`src/rtl/eth_pkg.sv`:
```
`default_nettype none
// ============================================================================
//  Module   : eth_pkg
//  Purpose  : Shared Ethernet types and constants for the receive deframer.
//  Revision : 1.0 - initial release
// ============================================================================
package eth_pkg;

    typedef logic [47:0] mac_t;
    typedef logic [15:0] ethertype_t;

    // dst MAC (6) + src MAC (6) + ethertype (2)
    localparam int   HDR_BYTES = 14;
    localparam mac_t BCAST_MAC = 48'hFFFF_FFFF_FFFF;

endpackage
`default_nettype wire

```
`src/rtl/eth_deframer_axis_reg.sv`:
```
`default_nettype none
// ============================================================================
//  Module   : axis_reg
//  Purpose  : One-stage AXIS register slice (8-bit data + tlast). Accepts a new
//             beat whenever empty or being drained in the same cycle.
//  Revision : 1.0 - initial release
// ============================================================================
module axis_reg (
    input  logic       clk,
    input  logic       rst,
    input  logic       i_in_valid,
    output logic       o_in_ready,
    input  logic [7:0] i_in_data,
    input  logic       i_in_last,
    output logic       o_out_valid,
    input  logic       i_out_ready,
    output logic [7:0] o_out_data,
    output logic       o_out_last
);

    logic       r_valid;
    logic [7:0] r_data;
    logic       r_last;

    assign o_in_ready  = !r_valid || i_out_ready;
    assign o_out_valid = r_valid;
    assign o_out_data  = r_data;
    assign o_out_last  = r_last;

    // Load on an input beat; otherwise empty the slice once its beat is taken.
    always_ff @(posedge clk) begin
        if (rst) begin
            r_valid <= 1'b0;
            r_data  <= 8'h00;
            r_last  <= 1'b0;
        end else if (i_in_valid && o_in_ready) begin
            r_valid <= 1'b1;
            r_data  <= i_in_data;
            r_last  <= i_in_last;
        end else if (i_out_ready) begin
            r_valid <= 1'b0;
        end
    end

endmodule
`default_nettype wire

```
`src/rtl/eth_deframer.sv`:
```
`default_nettype none
// ============================================================================
//  Module   : eth_deframer
//  Purpose  : Parses dst/src MAC and ethertype from a received byte stream,
//             filters on address/ethertype and forwards the payload (FCS
//             included) through a register slice. Saturating frame counters.
//  Revision : 1.0 - initial release
// ============================================================================
module eth_deframer
    import eth_pkg::*;
#(
    parameter bit          ACCEPT_BCAST     = 1'b1,
    parameter logic [15:0] ETHERTYPE_FILTER = 16'h0000,
    parameter int          CNT_W            = 16
) (
    input  logic             clk,
    input  logic             sreset,
    input  logic [47:0]      our_mac,
    input  logic             promisc,
    output logic             in_axis_tready,
    input  logic             in_axis_tvalid,
    input  logic             in_axis_tlast,
    input  logic [7:0]       in_axis_tdata,
    input  logic             out_axis_tready,
    output logic             out_axis_tvalid,
    output logic             out_axis_tlast,
    output logic [7:0]       out_axis_tdata,
    output logic [47:0]      out_dst_mac,
    output logic [47:0]      out_src_mac,
    output logic [15:0]      out_ethertype,
    output logic [CNT_W-1:0] frames_ok,
    output logic [CNT_W-1:0] frames_dropped
);

    localparam logic [1:0] c_ST_HEADER  = 2'd0;
    localparam logic [1:0] c_ST_PAYLOAD = 2'd1;
    localparam logic [1:0] c_ST_DROP    = 2'd2;
    localparam logic [3:0] c_LAST_IDX   = 4'(HDR_BYTES - 1);

    logic [1:0]       r_state;
    logic [1:0]       w_state_nxt;
    logic [3:0]       r_count;
    // First 13 header bytes; the 14th is taken straight from the bus.
    logic [103:0]     r_hdr;

    logic             w_in_beat;
    logic             w_hdr_beat;
    logic             w_runt;
    logic             w_hdr_done;
    logic             w_pass;
    logic             w_accept;
    logic             w_filt_drop;
    logic             w_frame_done;
    logic [111:0]     w_hdr_full;
    mac_t             w_dst;
    mac_t             w_src;
    ethertype_t       w_type;
    logic             w_slice_in_valid;
    logic             w_slice_in_ready;

    assign w_in_beat    = in_axis_tvalid && in_axis_tready;
    assign w_hdr_beat   = w_in_beat && (r_state == c_ST_HEADER);
    assign w_hdr_full   = {r_hdr, in_axis_tdata};
    assign w_dst        = w_hdr_full[111:64];
    assign w_src        = w_hdr_full[63:16];
    assign w_type       = w_hdr_full[15:0];

    // A tlast anywhere in the header (including the 14th byte) leaves no payload.
    assign w_runt       = w_hdr_beat && in_axis_tlast;
    assign w_hdr_done   = w_hdr_beat && !in_axis_tlast && (r_count == c_LAST_IDX);
    assign w_pass       = ((w_dst == our_mac) || promisc || (ACCEPT_BCAST && (w_dst == BCAST_MAC)))
                          && ((ETHERTYPE_FILTER == 16'h0000) || (w_type == ETHERTYPE_FILTER));
    assign w_accept     = w_hdr_done && w_pass;
    assign w_filt_drop  = w_hdr_done && !w_pass;
    assign w_frame_done = w_in_beat && in_axis_tlast && (r_state == c_ST_PAYLOAD);

    // State register.
    always_ff @(posedge clk) begin
        if (sreset) r_state <= c_ST_HEADER;
        else        r_state <= w_state_nxt;
    end

    // Next-state decode.
    always_comb begin
        w_state_nxt = r_state;
        case (r_state)
            c_ST_HEADER: begin
                if (w_accept)         w_state_nxt = c_ST_PAYLOAD;
                else if (w_filt_drop) w_state_nxt = c_ST_DROP;
            end
            c_ST_PAYLOAD: if (w_frame_done) w_state_nxt = c_ST_HEADER;
            c_ST_DROP:    if (w_in_beat && in_axis_tlast) w_state_nxt = c_ST_HEADER;
            default:      w_state_nxt = c_ST_HEADER;
        endcase
    end

    // Per-state handshake outputs; only payload bytes enter the slice.
    always_comb begin
        in_axis_tready   = 1'b1;
        w_slice_in_valid = 1'b0;
        if (r_state == c_ST_PAYLOAD) begin
            in_axis_tready   = w_slice_in_ready;
            w_slice_in_valid = in_axis_tvalid;
        end
    end

    // Header byte counter and shift register.
    always_ff @(posedge clk) begin
        if (sreset) begin
            r_count <= 4'd0;
            r_hdr   <= '0;
        end else if (w_hdr_beat) begin
            r_hdr   <= w_hdr_full[103:0];
            r_count <= (in_axis_tlast || (r_count == c_LAST_IDX)) ? 4'd0 : r_count + 4'd1;
        end
    end

    // Header outputs update only when a frame is accepted.
    always_ff @(posedge clk) begin
        if (sreset) begin
            out_dst_mac   <= '0;
            out_src_mac   <= '0;
            out_ethertype <= '0;
        end else if (w_accept) begin
            out_dst_mac   <= w_dst;
            out_src_mac   <= w_src;
            out_ethertype <= w_type;
        end
    end

    // Saturating frame counters; runt and filter drop are mutually exclusive.
    always_ff @(posedge clk) begin
        if (sreset) begin
            frames_ok      <= '0;
            frames_dropped <= '0;
        end else begin
            if (w_frame_done && (frames_ok != '1))
                frames_ok <= frames_ok + 1'b1;
            if ((w_runt || w_filt_drop) && (frames_dropped != '1))
                frames_dropped <= frames_dropped + 1'b1;
        end
    end

    axis_reg u_slice (
        .clk         (clk),
        .rst         (sreset),
        .i_in_valid  (w_slice_in_valid),
        .o_in_ready  (w_slice_in_ready),
        .i_in_data   (in_axis_tdata),
        .i_in_last   (in_axis_tlast),
        .o_out_valid (out_axis_tvalid),
        .i_out_ready (out_axis_tready),
        .o_out_data  (out_axis_tdata),
        .o_out_last  (out_axis_tlast)
    );

endmodule
`default_nettype wire

```
`config.mk`:
```
export PLATFORM = sky130hd
export DESIGN_NAME = eth_deframer
export DESIGN_NICKNAME = d
export VERILOG_FILES = /design/src/rtl/eth_pkg.sv /design/src/rtl/eth_deframer_axis_reg.sv /design/src/rtl/eth_deframer.sv
export SDC_FILE = /design/constraint.sdc
export NUM_CORES = 1
export LEC_CHECK = 0
export CORE_MARGIN = 2
export CORE_UTILIZATION = 50
export DETAILED_ROUTE_END_ITERATION = 10
export GPL_ROUTABILITY_DRIVEN = 0
export PLACE_DENSITY_LB_ADDON = 0.08
export SLEW_MARGIN = 20
export SYNTH_ARGS = -nofsm -noshare
export SYNTH_HDL_FRONTEND = slang
export SYNTH_HIERARCHICAL = 1
export SYNTH_SLANG_ARGS = --single-unit
```
`constraint.sdc`:
```
create_clock -name clk -period 4.7 [get_ports clk]
set_input_delay 1.175 -clock clk [delete_from_list [all_inputs] [get_ports clk]]
set_output_delay 1.175 -clock clk [all_outputs]
set_load 0.02 [all_outputs]
```
==> metrics.cfg, run 1 <==
[power_and_ir_drop]
clockPowerShare_pct=45.1
pwr-share-comb_pct=4.0
power_leakage_uw=0.00564
power_density_nw_per_um2=327
pwr-share-seq_pct=50.9
swShare_pct=21.6
ir_drop_mv=0.255
p_int_uw=3470
p_sw_uw=957

[finish]
diodes=0
fin_util_pct=66.5
fin_nets=1406
seqCellArea_sq_um=5290
syn2layout_area_growth_pct=30.0
multi_input_area_sq_um=4820
fillCellCount=1765
drive_above_1_share_pct=5.22

[synth]
ys.flop_type=dfxtp_1
async_flop_share_pct=0
syn-num-nets=1224
synth.avg_cell_area_sq_um=9.00
ys_warn_count=6
synth-edff-count=0
synth.distinct_cells=51
syn-cell-area_sq_um=10400
ys_seq_elements=264
synth.yosys.seq_area_share_pct=50.7
syn-instance-count=1158

[clocking]
clk_pin_slew_ps=60
cts_tree=yes
htree_levels=1
cts_setup_buffers=0
clockBufferDepth=3
hold_buffers=0
clk_latency_ps=530
clkSinkCount=264
cts_resized=0
root_buffer=clkbuf_16
numCtsBuffers=27

[timing]
fin_crit_sh_pct=81.1
drv_slew=0
clock_skew_ps=8.85
rsz0062_at_grt=no
hold_viol=0
fin_hold_ws_ps=466
max_freq_mhz=262
worst_pin_slew_ps=1060
max_slew_margin_pct=29.2
setup_viol=0
setup_slack_ps=889
setup_tns_ps=0
post-route-min-period_ps=3810

[route]
drt_wl_total_um=26300
met2_length_um=12300
drt_pass1_iterations=6
wl_per_cell_um=16.2
highest_layer=met4
drc=0
viasPerCell=5.24
m1WireLength_um=11400
wl_met3_um=2150
ant_nets=0
dr_total_vias=8537
drt-initial-drc-count=476

[place]
dpl_worst_slack_ps=547
numPortBuffers=216
hpwl_um=17200

[setup_path]
critPathLaunchType=input pin
worstSetupPathType=input pin to output port
cp-end-kind=output port
worst-path-max-fanout=22
critPathSlowestCell=clkdlybuf4s50_1
worst_path_largest_cell_delay_ps=620
worstPathRequired_ps=3520
critPathArrivalTime_ps=2640
crit_top_cell=clkdlybuf4s50_1
crit_chain=clkdlybuf4s50_1 -> nand2b_4 -> nand2b_1 -> clkdlybuf4s50_1

[outcome]
status=complete, no violations

[worst_hold_path]
hp-class=flip-flop to flip-flop

[floorplanning]
core-area_sq_um=20400
start_util_pct=51.2
fp.dieW_um=148
fp.dieH_um=148
ios=217
row_count=52
die-area_sq_um=22000

[grt]
grt_max_degree=159
grt_pass1_vias=8023
track_usage_pct=23.0
gr-total-overflow=0
antenna_found_initial=0
grt_pass1_wl_um=41500

[job]
drv_cap=0

[registers in the layout, summed over array words and instances, names as in the netlist]
name and count:
u_slice/o_out_data 8, r_hdr 104, frames_dropped 16, out_src_mac 48, u_slice/o_out_valid 1, r_count 4, out_dst_mac 48, out_ethertype 16
r_state 2, frames_ok 16, u_slice/o_out_last 1
[layer usage]
metal	vias up	track usage (%)
met3	38	5.74
met5	-	0
met4	0	4.48
met2	257	38.8
li1	4244	-
met1	3998	30.2
[worst max-delay path: cells and delay by family]
family                 cells  cell delay, ps
buffers and inverters      2            1070
AND/OR/NAND/NOR            2             390
[logic make-up after synthesis]
group / Yosys count / share of synthesized area [%]
AOI/OAI and AO/OA: 148 / 8.25
xor gates and xnor gates: 66 / 5.55
adders and majority gates: 4 / 0.480
buffers and inverters: 76 / 3.19
DFF: 264 / 50.7
muxes: 119 / 11.6
and+or+nand+nor: 481 / 20.2
[through the flow]
stage	instances	total power (uW)	area [sq um]
2_1_floorplan	1158	2390	10400
3_3_place_gp	1581	2480	12700
3_5_place_dp	1581	2480	12700
4_1_cts	1630	4480	13500
5_1_grt	1630	4580	13500
6_report	1630	4430	13500
[power by group through the flow]
stage / clock network [uW] / logic (uW) / registers, uW
finish: 2000 / 178 / 2260
global route: 2130 / 192 / 2260
CTS: 2050 / 179 / 2250
detailed placement: 0 / 177 / 2300
global placement: 0 / 177 / 2300
floorplan: 0 / 90.0 / 2300
[path summary, 6_finish.rpt]
check | startpoint | endpoint | slack (ps) | cells after the start
worst max register to register | r_hdr[93]$_SDFFE_PP0N_ | out_src_mac[3]$_SDFFE_PP0P_ | 1540 | 8
worst min-delay path | r_hdr[34]$_SDFFE_PP0N_ | r_hdr[42]$_SDFFE_PP0N_ | 470 | 2
worst max-delay path | out_axis_tready | in_axis_tready | 890 | 4
worst min register to register | r_hdr[34]$_SDFFE_PP0N_ | r_hdr[42]$_SDFFE_PP0N_ | 470 | 2
[placed cells by master (no fill, tap or decap), types with 3 or more instances in the layout]
cell type and instances:
nand2b_1 6, clkbuf_8 7, a31o_1 3, nor2_1 149, a21oi_1 116, nor4_1 17
and3_1 6, mux2i_1 112, clkinv_2 5, mux2_1 4, xnor2_1 8, nand2_1 224
o21ai_0 3, buf_4 4, xor2_1 58, nand3_1 23, nor2b_1 9, clkdlybuf4s50_1 215
inv_1 6, ha_1 4, dfxtp_1 264, a21oi_2 9, nor3_1 5, nand4_1 23
a21bo_1 9, clkbuf_1 10, clkbuf_16 27
[synthesized netlist by cell type (3+ instances only)]
cell	number	share of area, %
a21bo_1	9	0.86
a21oi_1	116	5.6
a21oi_2	9	0.76
a31o_1	3	0.25
and3_1	6	0.36
buf_1	3	0.11
buf_2	7	0.34
buf_4	8	0.58
clkbuf_1	50	1.8
dfxtp_1	264	51
ha_1	4	0.48
inv_1	6	0.22
mux2_1	4	0.43
mux2i_1	112	11
nand2_1	225	8.1
nand2b_1	6	0.36
nand3_1	23	1.1
nand4_1	23	1.4
nor2_1	149	5.4
nor2b_1	9	0.54
nor3_1	5	0.24
nor4_1	18	1.1
o21ai_0	3	0.14
xnor2_1	8	0.67
xor2_1	58	4.9
[area by class of cell]
cell class	count	share of cell area [%]
Sequential cell	264	39.0
Inverter	6	0.166
Clock inverter	6	0.249
Multi-Input combinational cell	818	35.6
Clock buffer	43	5.88
Timing Repair Buffer	223	16.6
Tap cell	270	2.49
Power figures use the tool's default switching activity.
==> run 2: changes to the inputs <==
CORE_UTILIZATION = 46   (was 50)
clock period = 3.49 ns   (was 4.7 ns; I/O delays follow)
==> run 2 against run 1 <==
  * Sequential share of layout area is 0.74 points lower
  * Sequential cell count stayed put
  * Die area is 8.5% higher
  * Critical path depth stayed put
  * Hold slack better by 2.0 ps
  * Register-to-register slack worse by 660 ps
  * Largest cell class unchanged
  * Highest routed layer unchanged
==> metrics.cfg, run 2 (synthesis results as in run 1) <==
[timing]
setup_viol=0  ; unchanged
worst_pin_slew_ps=881  ; was 1060 ps
setup_tns_ps=0  ; unchanged
clock_skew_ps=11.6  ; was 8.85 ps
max_freq_mhz=328
hold_viol=0  ; unchanged
fin_crit_sh_pct=87.3
rsz0062_at_grt=no  ; unchanged
post-route-min-period_ps=3050
max_slew_margin_pct=41.3  ; was 29.2%
drv_slew=0  ; unchanged

[floorplanning]
die-area_sq_um=23900  ; was 22000 sq um
fp.dieH_um=154  ; was 148 um
fp.dieW_um=154  ; was 148 um
start_util_pct=46.4  ; was 51.2%
core-area_sq_um=22400  ; was 20400 sq um
row_count=55  ; was 52
ios=217  ; unchanged

[setup_path]
crit_chain=clkdlybuf4s50_1 -> nand2b_4 -> nand2b_1 -> clkdlybuf4s50_1  ; unchanged
worstSetupPathType=input pin to output port  ; unchanged
crit_top_cell=clkdlybuf4s50_1  ; unchanged
worstPathRequired_ps=2620  ; was 3520 ps
worst_path_dominant_cell_family=buffers and inverters  ; unchanged
reg2reg_to=frames_dropped[14]$_SDFFE_PP0P_  ; was out_src_mac[3]$_SDFFE_PP0P_
path_buf_inv=2  ; unchanged
critPathArrivalTime_ps=2180  ; was 2640 ps
worst-path-max-fanout=2  ; was 22
r2r.worst_path.cells=8  ; unchanged
cp-end-kind=output port  ; unchanged
r2r_slack_ps=880  ; was 1540 ps
regToRegStartpoint=r_hdr[93]$_SDFFE_PP0N_  ; unchanged
critPathSlowestCell=clkdlybuf4s50_1  ; unchanged
critPathLaunchType=input pin  ; unchanged
worst_path_largest_cell_delay_ps=610  ; was 620 ps

[clocking]
hold_buffers=0  ; unchanged
clk_pin_slew_ps=60  ; about the same
cts_resized=0  ; unchanged
htree_levels=1  ; unchanged
numCtsBuffers=28  ; was 27
clk_latency_ps=530  ; about the same
clockBufferDepth=3  ; unchanged
clkSinkCount=264  ; unchanged
cts_setup_buffers=0  ; unchanged
cts_tree=yes  ; unchanged
root_buffer=clkbuf_16  ; unchanged

[finish]
seqCellArea_sq_um=5290  ; unchanged
fillCellCount=1968  ; was 1765
final_common_cell=dfxtp_1  ; unchanged
fin_nets=1418  ; was 1406
largest_reg_flops=104  ; unchanged
syn2layout_area_growth_pct=32.5  ; was 30.0%
diodes=0  ; unchanged
drive_above_1_share_pct=6.13  ; was 5.22%
layoutNonFillerInstCount=1656  ; was 1630
layout_common_cells=264 x dfxtp_1, 224 x nand2_1, 215 x clkdlybuf4s50_1  ; unchanged
reg.largest.list=r_hdr: 104 flops, out_dst_mac: 48 flops, out_src_mac: 48 flops  ; unchanged
top_register=r_hdr  ; unchanged
multi_input_area_sq_um=4820  ; about the same

[route]
dr_total_vias=8548  ; was 8537
drt_pass1_iterations=5  ; was 6
wl_per_cell_um=16.2  ; about the same
drc=0  ; unchanged
ant_nets=0  ; unchanged
drt-initial-drc-count=457  ; was 476
viasPerCell=5.16  ; was 5.24
drt_wl_total_um=26900  ; was 26300 um

[power_and_ir_drop]
p_sw_uw=1310  ; was 957 uW
pwr-share-comb_pct=3.9  ; was 4.0%
pwr-share-seq_pct=48.6  ; was 50.9%
p_int_uw=4940  ; was 3470 uW
power_leakage_uw=0.00577  ; was 0.00564 uW
ir_drop_mv=0.326  ; was 0.255 mV
power_density_nw_per_um2=453  ; was 327 nW/um^2
clockPowerShare_pct=47.5  ; was 45.1%
swShare_pct=21.0  ; was 21.6%

[grt]
grt_pass1_vias=8115  ; was 8023
grt_pass1_wl_um=42800  ; was 41500 um
track_usage_pct=21.9  ; was 23.0%
gr-max-usage-layer=met2  ; unchanged
grt_max_degree=123  ; was 159
gr-total-overflow=0  ; unchanged
antenna_found_initial=0  ; unchanged
use_met2_pct=36.0  ; was 38.8%
gr-usage-met3_pct=6.56  ; was 5.74%
use_met1_pct=28.4  ; was 30.2%

[worst_hold_path]
min_to=r_hdr[44]$_SDFFE_PP0N_  ; was r_hdr[42]$_SDFFE_PP0N_
min_from=r_hdr[36]$_SDFFE_PP0N_  ; was r_hdr[34]$_SDFFE_PP0N_
hp-class=flip-flop to flip-flop  ; unchanged
hold_depth=2  ; unchanged

[job]
drv_cap=0  ; unchanged

[place]
numPortBuffers=216  ; unchanged
hpwl_um=17800  ; was 17200 um
dp.cells=1607  ; was 1581

[outcome]
status=complete, no violations  ; unchanged

==> run 2: worst max path at each step <==
stage                     depth (start not counted)                              end  slack, ps            start
after floorplan                                   7   frames_dropped[4]$_SDFFE_PP0P_        820   in_axis_tvalid
after global placement                            9  frames_dropped[14]$_SDFFE_PP0P_        120      our_mac[37]
after detailed placement                          9  frames_dropped[14]$_SDFFE_PP0P_         90      our_mac[12]
after CTS                                         4                   in_axis_tready        430  out_axis_tready
after global routing                              4                   in_axis_tready        410  out_axis_tready
final                                             4                   in_axis_tready        440  out_axis_tready
==> run 2: cell type report <==
type | instances | share of cell area (%)
Tap cell | 285 | 2.58
Timing Repair Buffer | 234 | 17.3
Clock buffer | 43 | 6.14
Multi-Input combinational cell | 818 | 34.9
Clock inverter | 6 | 0.625
Inverter | 6 | 0.163
Sequential cell | 264 | 38.3
==> run 2: worst register-to-register path, stage by stage, from the launching register on <==
cell and delay (ps):
dfxtp_1 550, xor2_1 120, nor4_1 370, nand4_1 290, nor4_4 360, buf_4 210
nor2_2 100, nor3b_2 190, mux2_4 300
==> run 2: per-stage QoR <==
step                      hold slack [ps]  util (%)  total power [uW]  worst slack (ps)  cell area, sq um
after floorplan                       444         -              3220               817             10400
after global placement                458      57.4              3350               119             12900
after detailed placement              461      57.4              3350              86.1             12900
after CTS                             469      61.5              6340               425             13800
after global routing                  484      61.5              6470               411             13800
final                                 468      61.5              6250               442             13800
==> run 2: metal layers <==
layer	wire length [um]	part of all wire, %
met1	11800	44
met2	12500	46
met3	2140	8.0
met4	436	1.6
met5	0	0
==> run 2: power by group through the flow <==
stage	registers [uW]	clock network, uW	logic (uW)
after global routing	3040	3160	267
after global placement	3100	0	246
after detailed placement	3100	0	246
after floorplan	3100	0	121
after CTS	3040	3060	248
final	3040	2970	245
